## config.mk

```make
export PLATFORM = sky130hd
export DESIGN_NAME = sdram_cmd_scheduler
export DESIGN_NICKNAME = d
export VERILOG_FILES = /design/src/rtl/sdram_cmd_scheduler.sv
export SDC_FILE = /design/constraint.sdc
export NUM_CORES = 1
export LEC_CHECK = 0
export CORE_ASPECT_RATIO = 1.75
export CORE_MARGIN = 10
export CORE_UTILIZATION = 45
export CTS_CLUSTER_DIAMETER = 40
export DETAILED_ROUTE_END_ITERATION = 8
export SKIP_LAST_GASP = 1
export SLEW_MARGIN = 0
export SYNTH_ARGS = -nofsm -noshare
export SYNTH_HDL_FRONTEND = slang
export SYNTH_SLANG_ARGS = --single-unit
```

## constraint.sdc

```tcl
create_clock -name MEMCLK -period 5.4 [get_ports MEMCLK]
set_input_delay 0.54 -clock MEMCLK [delete_from_list [all_inputs] [get_ports MEMCLK]]
set_output_delay 0.54 -clock MEMCLK [all_outputs]
set_load 0.1 [all_outputs]
```

## src/rtl/sdram_cmd_scheduler.sv

```systemverilog
// Arbitrates the shared SDRAM command sequencer between Zorro II accesses and auto-refresh,
// after running the power-up init sequence.
//  state          | meaning
//  S_INIT_WAIT    | NOP hold-off after reset
//  S_INIT_PALL    | init precharge-all in flight
//  S_INIT_REF1/2  | init auto-refreshes in flight
//  S_INIT_LMR     | init load-mode in flight
//  S_IDLE         | deciding next op
//  S_RUN_ACCESS   | bus access op in flight
//  S_RUN_REFRESH  | refresh op in flight
//  S_ACK_HOLD     | access done, waiting for bus_req to drop
module sdram_cmd_scheduler #(
  parameter int REFRESH_INTERVAL = 780,
  parameter int MAX_PENDING      = 4,
  parameter int INIT_WAIT        = 20000
) (
  input  logic       MEMCLK,
  input  logic       RESET_n,
  input  logic       bus_req,
  output logic       bus_ack,
  output logic       op_start,
  output logic [2:0] op_code,
  input  logic       op_done,
  output logic       init_done,
  output logic [2:0] refresh_pending,
  output logic       refresh_overrun
);

  localparam int WAIT_W = (INIT_WAIT > 1) ? $clog2(INIT_WAIT) : 1;
  localparam int REF_W  = $clog2(REFRESH_INTERVAL);

  localparam logic [WAIT_W-1:0] WAIT_LOAD = WAIT_W'(INIT_WAIT - 1);
  localparam logic [REF_W-1:0]  REF_LOAD  = REF_W'(REFRESH_INTERVAL - 1);
  localparam logic [2:0]        PEND_MAX  = 3'(MAX_PENDING);

  localparam logic [2:0] OP_NOP    = 3'b000;
  localparam logic [2:0] OP_PALL   = 3'b001;
  localparam logic [2:0] OP_REF    = 3'b010;
  localparam logic [2:0] OP_LMR    = 3'b011;
  localparam logic [2:0] OP_ACCESS = 3'b100;

  typedef enum logic [3:0] {
    S_INIT_WAIT,
    S_INIT_PALL,
    S_INIT_REF1,
    S_INIT_REF2,
    S_INIT_LMR,
    S_IDLE,
    S_RUN_ACCESS,
    S_RUN_REFRESH,
    S_ACK_HOLD
  } state_t;

  state_t            state;
  logic [WAIT_W-1:0] wait_cnt;
  logic [REF_W-1:0]  ref_cnt;
  logic              refresh_tick;
  logic              refresh_dec;

  assign refresh_tick = init_done && (ref_cnt == '0);
  assign refresh_dec  = (state == S_RUN_REFRESH) && op_done;

  always_ff @(posedge MEMCLK or negedge RESET_n) begin
    if (!RESET_n) begin
      state     <= S_INIT_WAIT;
      wait_cnt  <= WAIT_LOAD;
      op_start  <= 1'b0;
      op_code   <= OP_NOP;
      bus_ack   <= 1'b0;
      init_done <= 1'b0;
    end else begin
      op_start <= 1'b0;
      bus_ack  <= 1'b0;
      case (state)
        S_INIT_WAIT: begin
          if (wait_cnt == '0) begin
            state    <= S_INIT_PALL;
            op_start <= 1'b1;
            op_code  <= OP_PALL;
          end else begin
            wait_cnt <= wait_cnt - 1'b1;
          end
        end
        S_INIT_PALL: begin
          if (op_done) begin
            state    <= S_INIT_REF1;
            op_start <= 1'b1;
            op_code  <= OP_REF;
          end
        end
        S_INIT_REF1: begin
          if (op_done) begin
            state    <= S_INIT_REF2;
            op_start <= 1'b1;
            op_code  <= OP_REF;
          end
        end
        S_INIT_REF2: begin
          if (op_done) begin
            state    <= S_INIT_LMR;
            op_start <= 1'b1;
            op_code  <= OP_LMR;
          end
        end
        S_INIT_LMR: begin
          if (op_done) begin
            state     <= S_IDLE;
            op_code   <= OP_NOP;
            init_done <= 1'b1;
          end
        end
        S_IDLE: begin
          // A full backlog beats a waiting access so refresh can never be starved.
          if (refresh_pending == PEND_MAX) begin
            state    <= S_RUN_REFRESH;
            op_start <= 1'b1;
            op_code  <= OP_REF;
          end else if (bus_req) begin
            state    <= S_RUN_ACCESS;
            op_start <= 1'b1;
            op_code  <= OP_ACCESS;
          end else if (refresh_pending != 3'd0) begin
            state    <= S_RUN_REFRESH;
            op_start <= 1'b1;
            op_code  <= OP_REF;
          end else begin
            op_code <= OP_NOP;
          end
        end
        S_RUN_ACCESS: begin
          if (op_done) begin
            state   <= S_ACK_HOLD;
            bus_ack <= 1'b1;
            op_code <= OP_NOP;
          end
        end
        S_RUN_REFRESH: begin
          if (op_done) begin
            state   <= S_IDLE;
            op_code <= OP_NOP;
          end
        end
        S_ACK_HOLD: begin
          if (!bus_req) state <= S_IDLE;
        end
        default: begin
          state   <= S_INIT_WAIT;
          op_code <= OP_NOP;
        end
      endcase
    end
  end

  // A tick and a completed refresh in the same cycle cancel out.
  always_ff @(posedge MEMCLK or negedge RESET_n) begin
    if (!RESET_n) begin
      ref_cnt         <= REF_LOAD;
      refresh_pending <= 3'd0;
      refresh_overrun <= 1'b0;
    end else begin
      if (init_done) begin
        if (ref_cnt == '0) ref_cnt <= REF_LOAD;
        else               ref_cnt <= ref_cnt - 1'b1;
      end
      if (refresh_tick && !refresh_dec) begin
        if (refresh_pending == PEND_MAX) refresh_overrun <= 1'b1;
        else                             refresh_pending <= refresh_pending + 3'd1;
      end else if (refresh_dec && !refresh_tick) begin
        refresh_pending <= refresh_pending - 3'd1;
      end
    end
  end

endmodule
```

==> results.md <==
* Post-synth ARST share at 1.00
* Sink Count at 39
* Clock Path Buffers at 2
* Port Buffers at 13
* Max H-tree Level at 2
* Post-Route Skew at between 0.002 and 0.0025 ns
* Worst reg2reg path depth at 9
* Clk_lat worst skew at about 0.29 ns
* Seq/Total Area, Yosys at 0.443
* Hold Buf Count CTS at 0
* Worst EP arrival at between 2 and 3 ns
* Routed Antenna Nets at 0
* Post-synth EDFFs at 0
* Pre-CTS setup slack at approximately 2.6 ns
* Final hold slack at 0.361 ns
* Post-CTS Repair Setup Buffers at 0
* Final setup TNS at 0 ns
* Initial antenna violation count at 0
* Chip height at about 110 um
* DR WL/cell at about 16 um
* Cell count after synthesis at 227
* Via count at ~1700
* Most numerous cell in the Yosys netlist: dfrtp_1
* I/O pins at 14
* Reg-to-Reg Start: ref_cnt[4]
* Actual slew at the worst max-slew pin at 1.01 ns
* GP Congestion at between 0.7 and 0.8
* Synth area leader: dfrtp_1
* Relative slew slack at 0.326
* Register-to-register setup slack at approximately 2.7 ns
* Drt first pass iters at 4
* Synth area leaders: dfrtp_1, dfstp_2, xor2_1
* Row Count at 34
* Yosys top cell area share at 0.279
* Post-route cell area at roughly 2500 um^2
* Placed cell areas at about 2400 um^2
* Type of the worst min-delay path: input pin to async pin
* Post-CTS resize count at 0
* LEAKAGE at roughly 1.1 nW
* Die Area at slightly above 8000 um^2
* Core area at slightly below 5000 um^2
* Max Freq at roughly 0.37 GHz
* Vias/cell at slightly below 6
* Crit path setup slack, layout at approximately 2.7 ns
* PD cells at ~560 nW/um^2
* Ratio of cells with drive above 1 in the final layout at 0.130
* Final setup vio count at 0
* Clock-pin slew on the worst setup and hold paths at roughly 0.07 ns
* Mapped Area at about 2200 um^2
* Crit-path most repeated cell: nand2_1
* Residual DRC at 0
* Peak VDD IR at approximately 0.45 mV
* Max Cap Viol at 0
* Die width at ~73 um
* Number of synthesis warnings at 0
* Worst setup EP type: flop
* CP Launch Type: flop
* Area Overhead vs Synth at 11.4%
* CTS Buf Count at 5
* Final #Nets at around 250
* Tot GR Track Use at 0.121
* Fillers at ~450
* Diodes inserted at 0
* CP Class: flop to flop
* FF+latch count, synth at 39
* WL final at roughly 4700 um
* GRT overflow at 0
* Netlist cell types at 59
* Crit path max-delay cell type: nor4_1
* Worst path top cell family by delay: simple AND/OR/NAND/NOR gates
* Fin crit period at about 2.7 ns
* Critical Path RT at about 5.6 ns
* First-pass GRT wire length at a little over 8000 um
* Syn nets at 236
* Syn avg cell area at slightly below 10 um^2
* Status: completed
* Reg-to-reg endpoint: refresh_pending[2]
* Final Hold Fails at 0
* Max Slew Vio Count at 0
* Slowest cell delay on critical path at 0.57 ns
* Crit-path max FO at 10
* CTS tree: yes
* HPWL Detailed at 3380 um
* Critical-path cell list: nor4_1 -> and4_1 -> nand2_1 -> xnor2_1 -> ha_1 -> nand2_1 -> a31oi_1 -> mux2_2 -> o22ai_1
* Largest net degree at the start of global routing at 40
* Tcrit/Tclk final at 0.503
* Starting Density at 0.458
* Most frequent cells after synthesis: dfrtp_1, nor2_1, nand2_1, xor2_1, dfstp_2
* Starting DRT DRC Count at 64
* Top_reg_cell synth: dfrtp_1
* Pwr Total at between 1 and 1.5 mW
* RSZ-0062 raised after global routing: no
* Crit path buffers/inverters at 0
* Root Driver: clkbuf_8
* Number of global-route vias before repair at 1707
## routing by layer
layer | vias up | routed length (um) | track usage
met2 | 22 | 2540 | 0.205
met5 | - | 0 | 0
met4 | 0 | 63 | 0.0449
met1 | 821 | 1980 | 0.139
li1 | 850 | - | -
met3 | 6 | 163 | 0.0357
## per-stage QoR
step / cells / utilization
finish: 293 / 0.510
global route: 293 / 0.510
CTS: 293 / 0.510
detailed placement: 285 / 0.490
global placement: 285 / 0.490
floorplan: 227 / -
## worst reg2reg max path, cell delays in order, from the launching register on
cell     delay (ns)
dfrtp_1        0.42
nor4_1         0.57
and4_1         0.52
nand2_1        0.17
xnor2_1        0.16
ha_1           0.22
nand2_1        0.10
a31oi_1        0.04
mux2_2         0.29
o22ai_1        0.15
## worst max path at each step
| stage | endpoint | cells after the start | from |
|---|---|---|---|
| floorplan | refresh_pending[2] | 9 | init_done |
| global placement | refresh_pending[2] | 10 | op_done |
| global route | refresh_pending[2] | 9 | ref_cnt[4] |
| finish | refresh_pending[2] | 9 | ref_cnt[4] |
| CTS | refresh_pending[2] | 9 | ref_cnt[4] |
| detailed placement | refresh_pending[2] | 9 | op_done |
## state kept, by name (all words and copies together), names as in the netlist
signal,flops
refresh_overrun,1
refresh_pending,3
ref_cnt,10
op_code,3
op_start,1
state,4
init_done,1
wait_cnt,15
bus_ack,1
## power by group
group	switching [mW]	internal (mW)	leakage (nW)
Clock	0.0997	0.117	0.0515
Combinational	0.431	0.230	0.595
Sequential	0.144	0.387	0.462
Total	0.674	0.734	1.11
## cell usage in the layout (no fill, tap or decap), types with 2 or more instances in the layout
cell and count:
or3_1 4, o21ai_0 10, dfrtp_1 25, nor2_1 21, xor2_1 15, dfstp_2 14, nand4_1 2, xnor2_1 8
inv_1 8, nor4b_1 2, a21o_1 3, a31oi_1 3, a2111oi_0 3, nand2b_1 2, nand2_1 16, a22oi_1 2
or4_1 3, clkdlybuf4s50_1 12, nor3b_1 2, nor4bb_1 2, o21bai_1 3, clkbuf_8 7, a21oi_1 6, nand3_1 8
o211ai_1 3, ha_1 5, nor4_1 6, nand3b_1 2, nor3_1 7, and2_1 2, nor2b_1 3
## cell type report
type	count	area, um^2	share of cell area
inverter	8	30.0	0.0120
multi-input combinational	171	1180	0.473
clock buffer	8	100	0.0401
tap	54	67.6	0.0271
sequential	39	993	0.398
timing repair buffer	13	125	0.0501
## kinds of logic (layout without fill, tap and decap cells)
logic type      after synthesis  in the layout  synth area share
simple gates                 91             91             0.229
compound gates               50             50             0.169
mux                           2              2            0.0117
buf+inv                      17             29            0.0301
xor+xnor                     23             23            0.0898
fa+ha+maj                     5              5            0.0279
flops                        39             39             0.443
No activity file was read; power rests on OpenSTA's default activity.
